**src/rtl/seq_blinker.sv**
```systemverilog
// Plays the stored colour sequence on a one-hot LED bus, one FETCH + ON + OFF slot per element.
// LED follows the element state one edge later; no backpressure, dropping on_blinker aborts on the next edge.
module seq_blinker #(
    parameter int ON_CYCLES  = 25_000_000,
    parameter int OFF_CYCLES = 12_500_000,
    parameter int MAX_LEVEL  = 10
) (
    input  logic       clk,
    input  logic       reset,
    input  logic       on_blinker,
    input  logic [3:0] level,
    output logic [3:0] mem_addr,
    input  logic [1:0] mem_data,
    output logic [3:0] led,
    output logic       blinker_done
);

    localparam int MAX_CYC = (ON_CYCLES > OFF_CYCLES) ? ON_CYCLES : OFF_CYCLES;
    localparam int CW      = $clog2(MAX_CYC + 1);

    typedef enum logic [2:0] {
        S_IDLE,
        S_FETCH,
        S_ON,
        S_OFF,
        S_DONE
    } state_t;

    state_t        state, state_n;
    logic [3:0]    lvl, lvl_n;
    logic [3:0]    idx, idx_n;
    logic [1:0]    col, col_n;
    logic [CW-1:0] cnt, cnt_n;
    logic [3:0]    addr_n;
    logic [3:0]    led_n;
    logic          done_n;
    logic [3:0]    lvl_clamp;
    logic [3:0]    idx_inc;

    assign lvl_clamp = (32'(level) > MAX_LEVEL) ? 4'(MAX_LEVEL) : level;
    assign idx_inc   = idx + 4'd1;

    always_ff @(posedge clk or posedge reset) begin
        if (reset) begin
            state        <= S_IDLE;
            lvl          <= '0;
            idx          <= '0;
            col          <= '0;
            cnt          <= '0;
            mem_addr     <= '0;
            led          <= '0;
            blinker_done <= 1'b0;
        end else begin
            state        <= state_n;
            lvl          <= lvl_n;
            idx          <= idx_n;
            col          <= col_n;
            cnt          <= cnt_n;
            mem_addr     <= addr_n;
            led          <= led_n;
            blinker_done <= done_n;
        end
    end

    always_comb begin
        state_n = state;
        lvl_n   = lvl;
        idx_n   = idx;
        col_n   = col;
        cnt_n   = cnt;
        addr_n  = mem_addr;
        led_n   = 4'b0000;
        done_n  = 1'b0;

        case (state)
            S_IDLE: begin
                if (on_blinker) begin
                    lvl_n   = lvl_clamp;
                    idx_n   = '0;
                    addr_n  = '0;
                    state_n = (lvl_clamp == 4'd0) ? S_DONE : S_FETCH;
                end
            end
            S_FETCH: begin
                col_n   = mem_data;
                cnt_n   = '0;
                state_n = S_ON;
            end
            S_ON: begin
                // The lit value is registered from the ON state itself, so the final
                // ON cycle still lights the LED for one more cycle after leaving ON.
                led_n = 4'b0001 << col;
                cnt_n = cnt + 1'b1;
                if (cnt == CW'(ON_CYCLES - 1)) begin
                    cnt_n   = '0;
                    state_n = S_OFF;
                end
            end
            S_OFF: begin
                cnt_n = cnt + 1'b1;
                if (cnt == CW'(OFF_CYCLES - 1)) begin
                    cnt_n = '0;
                    if (idx_inc == lvl) begin
                        state_n = S_DONE;
                        done_n  = 1'b1;
                    end else begin
                        idx_n   = idx_inc;
                        addr_n  = idx_inc;
                        state_n = S_FETCH;
                    end
                end
            end
            S_DONE: begin
                done_n = 1'b1;
                if (!on_blinker) begin
                    done_n  = 1'b0;
                    state_n = S_IDLE;
                end
            end
            default: state_n = S_IDLE;
        endcase

        // A dropped request mid-playback discards everything and goes dark.
        if (!on_blinker && (state == S_FETCH || state == S_ON || state == S_OFF)) begin
            state_n = S_IDLE;
            led_n   = 4'b0000;
            done_n  = 1'b0;
        end
    end

endmodule
```
**config.mk**
```make
export PLATFORM = sky130hd
export DESIGN_NAME = seq_blinker
export DESIGN_NICKNAME = d
export VERILOG_FILES = /design/src/rtl/seq_blinker.sv
export SDC_FILE = /design/constraint.sdc
export NUM_CORES = 1
export LEC_CHECK = 0
export ABC_AREA = 0
export CORE_UTILIZATION = 53
export DETAILED_ROUTE_END_ITERATION = 12
export GPL_TIMING_DRIVEN = 0
export PLACE_DENSITY_LB_ADDON = 0.08
export SLEW_MARGIN = 40
export SYNTH_ARGS = -nofsm -noshare
export SYNTH_HDL_FRONTEND = slang
export SYNTH_SLANG_ARGS = --single-unit
```
**constraint.sdc**
```tcl
create_clock -name clk -period 1.99 [get_ports clk]
set_input_delay 0.398 -clock clk [delete_from_list [all_inputs] [get_ports clk]]
set_output_delay 0.398 -clock clk [all_outputs]
set_load 0.02 [all_outputs]
```
# Word level (Yosys, flattened, before mapping)
# Cells that the tools add are included.
# totals
output_inout_bits	9
reg_bits	43
wordCells	59
inputBits	9
# op_classes
eq_ne	14
shifts	1
n_mux	23
add_sub_neg	2
reduce_logical	11
n_lt_le_gt_ge	1
# op_table
operator	n
$pmux 25 s3	1
$mux 25	2
$add 25x1->25 const B	1
$eq 25x24->1 const B	1
$eq 25x25->1 const B	1
$mux 4	6
$mux 3	7
$pmux 3 s5	1
$pmux 4 s2	1
$reduce_and 4->1	2
$eq 3x2->1 const B	2
$ne 2x2->1 const B	3
$ne 3x2->1 const B	2
$ne 3x3->1 const B	2
$add 4x1->4 const B	1
$eq 4x4->1	1
$gt 4x4->1 const B	1
$logic_not 4->1	1
$mux 1	4
$shl 1x2->4 const A	1
$eq 3x1->1 const B	1
$eq 3x3->1 const B	1
$logic_not 3->1	1
$reduce_bool 3->1	1
6 further kinds	7

# Logic depth before layout (Yosys ltp)
# Gate-level depths: netlist of the first run.
# logic_depth
word_depth	7
depth_mapped	9
depth_no_buf	6

# Least setup slack after synthesis of the first run
# OpenSTA, ideal clock, no wires.
# synth_timing
path_type	register -> register
start	reg cnt[0]
end	reg cnt[2]
required_ps	1863
arrival_time_ps	1942
stages_incl_launch_ff	10
slack_ps	-78
setup_ps	127
synth_period_minus_slack_ps	2068
cell_sequence	dfrtp_1 -> ha_1 -> and4_1 -> clkbuf_1 -> nand4_1 -> o31a_1 -> buf_2 -> buf_6 -> a22oi_1 -> o21ai_1
# synth_via
elab_chain_len	3
word_cells_on_any_way	6
cone_classes	1 x add/sub; 2 x eq/ne; 3 x mux
# synth_lines
element	line	rtl
start: declaration	33	logic [CW-1:0] cnt, cnt_n;
start signal: assignment	58	cnt <= cnt_n;
$add 25x1->25, or another cell as far along	93, 100	
$mux 25, on equally long branches	101, 94	
$pmux 25 s3 (*)	75	case (state)
# Every way passes the cells marked *; elsewhere a longest branch is shown, timed or not.
# A chain may end at the register's enable or synchronous reset.

# Final worst setup path of the first run
# layout_timing
start	reg cnt[16]
end	reg cnt[10]
# layout_via
elab_chain_len	3
word_cells_on_any_way	5
cone_classes	2 x eq/ne; 3 x mux
# layout_lines
element	line
$eq 25x24->1 / $eq 25x25->1 (equally long branches)	101, 94
$mux 25, on equally long branches	101, 94
$pmux 25 s3 (*)	75
# Marked as above.

==> results.yml, run 1 <==
run_status:
  status: "finished, violations left"
  violations: "DRC, setup timing"
yosys:
  seq_area_frac_synth: 0.430
  syn_area_um2: 2500
  ys_ff_latch: 43
  syn_avg_cell_area_um2: 8.76
  synth.net_count: 297
  synth-edff-count: 0
  yosysWarningCount: 0
  ys.flop_type: "dfrtp_1"
  syn_inst: 286
  synth_cell_types: 51
  async_reset_ff_frac: 1.00
clocking:
  clock_latency_ps: 310
  cts_num_sinks: 43
  htreeDepth: 2
  cts_hold_buf: 0
  clkTransAtPathRegs_ps: 80
  cts_tree: "done"
  cts_inserted_buffers: 5
  cts_buffer_depth: 2
  cts_root_buffer: "clkbuf_8"
cells_and_area:
  fillers: 336
  nNetsFinal: 332
  stdcell_count: 374
  drive_gt1_frac: 0.217
  multi_input_area_um2: 1430
  register_area_um2: 1090
  mostFrequentLayoutCell: "nand2_1"
  syn2layout_area_growth_pct: 27.1
  n_antenna_cell: 0
  final_cell_mix: "36 x nand2_1, 35 x dfrtp_1, 20 x nand3_1"
power:
  switching_share: 0.321
  clkPwrFrac: 0.304
  p_int_mw: 1.82
  combPwrFrac: 0.292
  powerDensity_nw_per_um2: 842
  p_switching_mw: 0.862
  irDropWorstVdd_v: 0.000413
  seqPwrFrac: 0.403
  cellLeakagePower_nw: 1.30
placed_design:
  dp_hpwl_um: 3990
  placed_cells: 355
  gp_congestion: 0.878
  dp_slack_ps: -290
  portBuffers: 17
routing:
  routedWlPerCell_um: 17.8
  ant_nets: 0
  finalWirelength_um: 6660
  met2_length_um: 3080
  drt_iter0_drc: 262
  first_pass_iters: 9
  via_count: 2420
  drc: 2
  wl_met3_um: 473
  routed_via_density: 6.47
  top_layer: "met4"
  drt-met1-wl_um: 2940
timing:
  whs_ps: 486
  finalCritPeriodShare: 1.02
  drv_slew: 0
  final-hold-violation-count: 0
  relSlewSlack: 0.642
  fmax_ghz: 0.490
  setup_violations: 2
  worst_pin_slew_ps: 537
  rsz0062_at_grt: "yes"
  clock_skew_ps: 6.56
  setup_slack_ps: -48.9
  layout_min_cycle_time_ps: 2040
min_path:
  hp-class: "in -> async"
worst_setup_path:
  crit_type: "reg -> reg"
  cp-start-kind: "register"
  crit_chain: "nor4_2 > nand4_1 > buf_4 > o31ai_4 > buf_6 > nor3_2 > a211o_1"
  critPathMaxStageDelay_ps: 470
  critPathMaxFanout: 8
  worstPathArrival_ps: 2230
  critPathCaptureType: "register"
  crit_required_ps: 2180
  slowest_stage: "dfrtp_2"
floorplan:
  ioPinCount: 18
  core_um2: 4440
  chipHeight_um: 70.7
  chipWidth_um: 70.7
  die-area_um2: 5000
  row_count: 24
  start_util: 0.564
global_routing:
  grt_overflow_total: 0
  grt_pass1_wl_um: 10600
  grt_pass1_vias: 2231
  antenna_found_initial: 0
  grt_max_degree: 44
  track_usage: 0.270
job:
  cap_violations: 0
## layer usage
layer,track usage,vias up
li1,-,1135
met1,0.362,1139
met2,0.427,125
met3,0.0413,21
met4,0.136,0
met5,0,-
## stage by stage
stage / setup TNS (ps) / instance area (um^2) / power (mW) / utilization
finish: -52.2 / 3180 / 2.68 / 0.716
global route: -661 / 3180 / 2.81 / 0.716
floorplan: 0 / 2520 / 1.49 / -
global placement: -17740 / 2750 / 1.67 / 0.620
detailed placement: -3790 / 2760 / 1.68 / 0.620
CTS: -259 / 3040 / 2.60 / 0.685
## power groups by stage
stage	sequential, mW	combinational, mW	clock (mW)
3_3_place_gp	1.09	0.584	0
5_1_grt	1.10	0.851	0.858
2_1_floorplan	1.07	0.416	0
4_1_cts	1.06	0.703	0.829
3_5_place_dp	1.09	0.587	0
6_report	1.08	0.784	0.816
## cells by family after synthesis
kind of cell	after synthesis	share of synthesized area
simple gates	135	0.295
compound gates	60	0.158
flops	43	0.430
buf+inv	32	0.0544
xor+xnor	8	0.0280
mux	6	0.0255
fa+ha+maj	2	0.00999
## cell type report
type,count,area share
buffer,14,0.0326
clock inverter,2,0.0189
inverter,11,0.0138
clock buffer,6,0.0228
multi-input combinational,211,0.449
tap,52,0.0204
sequential,43,0.341
timing repair buffer,35,0.102
## cells in the mapped netlist, types with 2 or more instances
library cell / number / area [um^2]
or4_1: 6 / 45.0
o31ai_1: 3 / 22.5
nor3_1: 10 / 50.1
ha_1: 2 / 25.0
nor4_1: 6 / 37.5
mux2_2: 3 / 33.8
and2_1: 2 / 12.5
nor2b_1: 2 / 12.5
inv_1: 11 / 41.3
o21ai_0: 11 / 55.1
nand3_1: 21 / 105
buf_2: 7 / 35.0
o21ai_1: 12 / 60.1
a21oi_1: 4 / 20.0
a32oi_1: 2 / 17.5
a31oi_1: 7 / 43.8
nor2_1: 10 / 37.5
o211ai_1: 3 / 22.5
and3_1: 3 / 18.8
nand4_1: 13 / 81.3
mux2i_1: 3 / 30.0
xnor2_1: 4 / 35.0
nor3b_1: 3 / 22.5
nand2_1: 36 / 135
dfrtp_1: 43 / 1080
or3_1: 7 / 43.8
xor2_1: 4 / 35.0
clkbuf_1: 12 / 45.0
o31a_1: 3 / 26.3
a21o_1: 2 / 15.0
and4_1: 7 / 61.3
nand2b_1: 2 / 12.5
o311ai_1: 2 / 17.5
o22ai_1: 3 / 18.8
## final timing paths
path	from	end	slack (ps)	cells past startpoint
setup reg to reg	cnt[16]	cnt[10]	-50	7
setup / recovery	cnt[16]	cnt[10]	-50	7
max in group asynchronous	reset	cnt[9]	1090	2
min in group clk	col[0]	led[2]	490	1
hold / removal	reset	cnt[14]	490	2
hold reg to reg	col[0]	led[2]	490	1
## registers in the layout, summed over array words and instances, names as in the netlist
register / count
blinker_done: 1
cnt: 25
col: 2
idx: 4
led: 4
lvl: 4
state: 3
## repair_timing
action / in CTS / in global routing
gates cloned: 1 / 2
pin swaps: 15 / 14
resized for setup: 25 / 30
endpoints found under the setup margin: 32 / 31
setup buffers: 10 / 6
## critical path: cells and delay by family (launching register included)
family | cells | cell delay [ps]
AOI/OAI and AO/OA | 2 | 560
buffers and inverters | 2 | 370
DFF | 1 | 470
and+or+nand+nor | 3 | 530
Power figures use the tool's default switching activity.
==> inputs of run 2 (changes only) <==
- CORE_UTILIZATION: 53 -> 58
- clock period: 1.99 -> 2.2 ns (I/O delays scaled with it)
==> results.yml, run 2 (same netlist as run 1, synthesis figures left out) <==
clocking:
  cts_num_sinks: 43
  cts_hold_buf: 0
  cts_tree: "done"
  clock_latency_ps: 300
  clkTransAtPathRegs_ps: 80
  cts_inserted_buffers: 5
  htreeDepth: 2
  cts_buffer_depth: 2
  cts_root_buffer: "clkbuf_8"
cells_and_area:
  drive_gt1_frac: 0.131
  final_util: 0.729
  nNetsFinal: 323
  fillers: 322
  n_antenna_cell: 0
  largest_reg_flops: 25
  mostFrequentLayoutCell: "dfrtp_1"
  final_cell_mix: "41 x dfrtp_1, 36 x nand2_1, 21 x nand3_1"
  syn2layout_area_growth_pct: 19.0
  regMostFlops: "cnt"
worst_setup_path:
  critPathMaxFanout: 10
  crit_required_ps: 2380
  worstPathArrival_ps: 2310
  critPathTopFamily: "simple AND/OR/NAND/NOR gates"
  slowest_stage: "dfrtp_1"
  cp-start-kind: "register"
  ff2ff_path_depth: 7
  reg2reg_from: "cnt[5]"
  crit_type: "reg -> reg"
  crit_chain: "buf_6 > nor4_4 > nand4_1 > buf_4 > or3_1 > o311ai_2 > o31ai_1"
  r2r_slack_ps: 60
  critPathMaxStageDelay_ps: 390
  critPathCaptureType: "register"
  crit_buf_inv: 2
  r2r-end: "idx[3]"
floorplan:
  chipWidth_um: 67.7
  row_count: 23
  ioPinCount: 18
  chipHeight_um: 67.7
  die-area_um2: 4590
  core_um2: 4090
  start_util: 0.613
timing:
  fmax_ghz: 0.468
  relSlewSlack: 0.591
  setup_violations: 0
  whs_ps: 504
  final-hold-violation-count: 0
  worst_pin_slew_ps: 607
  finalCritPeriodShare: 0.971
  layout_min_cycle_time_ps: 2140
  clock_skew_ps: 5.39
  setup_tns_ps: 0
  drv_slew: 0
routing:
  routedWlPerCell_um: 16.9
  via_count: 2328
  ant_nets: 0
  finalWirelength_um: 6120
  routed_via_density: 6.41
  drt_iter0_drc: 199
  drc: 0
  first_pass_iters: 5
global_routing:
  grt_max_degree: 44
  grt_pass1_vias: 2049
  met1_usage: 0.385
  grt_overflow_total: 0
  antenna_found_initial: 0
  grt_pass1_wl_um: 9700
  track_usage: 0.285
  gr-usage-met2: 0.433
  busiest_layer: "met2"
  grt_use_met3: 0.0642
placed_design:
  portBuffers: 17
  dp_hpwl_um: 4040
  gp_congestion: 0.879
min_path:
  hp-class: "reg -> reg"
  holdPathStages: 1
  hold_path_end: "led[2]"
  hold_start: "col[0]"
power:
  irDropWorstVdd_v: 0.000515
  cellLeakagePower_nw: 1.20
  powerDensity_nw_per_um2: 742
job:
  cap_violations: 0
run_status:
  status: "finished clean"
==> run 2: worst max path at each step <==
stage           start      end  slack (ps)  cells after the start
3_5_place_dp   cnt[0]   cnt[1]        -290                      8
3_3_place_gp   cnt[0]   cnt[1]        -250                      8
4_1_cts        cnt[1]  cnt[20]         0.1                      6
2_1_floorplan  cnt[0]   cnt[2]         130                      9
5_1_grt        cnt[9]   cnt[2]        -0.8                      7
6_report       cnt[5]   idx[3]          60                      7
==> run 2: metrics by stage <==
stage	cells	area (um^2)	worst slack [ps]	power (mW)
5_1_grt	363	2980	-0.845	2.33
3_5_place_dp	353	2740	-295	1.50
6_report	363	2980	63.2	2.21
4_1_cts	361	2900	0.135	2.17
3_3_place_gp	353	2740	-247	1.48
2_1_floorplan	286	2500	132	1.33
==> run 2: report_power, final <==
part / switching, mW / internal [mW]
logic: 0.356 / 0.239
registers: 0.0894 / 0.878
clock network: 0.282 / 0.368
total: 0.728 / 1.48
==> run 2: cell type report <==
type	instances	area (um^2)	share of cell area
sequential	43	1080	0.362
multi-input combinational	211	1370	0.461
buffer	18	97.6	0.0327
clock buffer	6	82.6	0.0277
tap	50	62.6	0.0210
inverter	11	43.8	0.0147
clock inverter	2	35.0	0.0118
timing repair buffer	22	208	0.0697
==> run 2: repair_timing <==
item                       in CTS  in global routing
gates cloned                    0                  0
setup buffers                   2                  3
pin swaps                       1                  4
gates resized for setup         7                 18
setup endpoints to repair      28                 22
==> run 2: metal layers <==
layer / share of wire / vias up
met4: 0.019 / 0
met3: 0.059 / 10
met2: 0.47 / 95
met5: 0 / -
met1: 0.45 / 1115
li1: - / 1108
==> run 2: worst register-to-register path, delay by kind of cell, from the launching register on <==
family | cells | cell delay, ps
simple gates | 3 | 890
flops | 1 | 390
compound gates | 2 | 380
buf+inv | 2 | 360
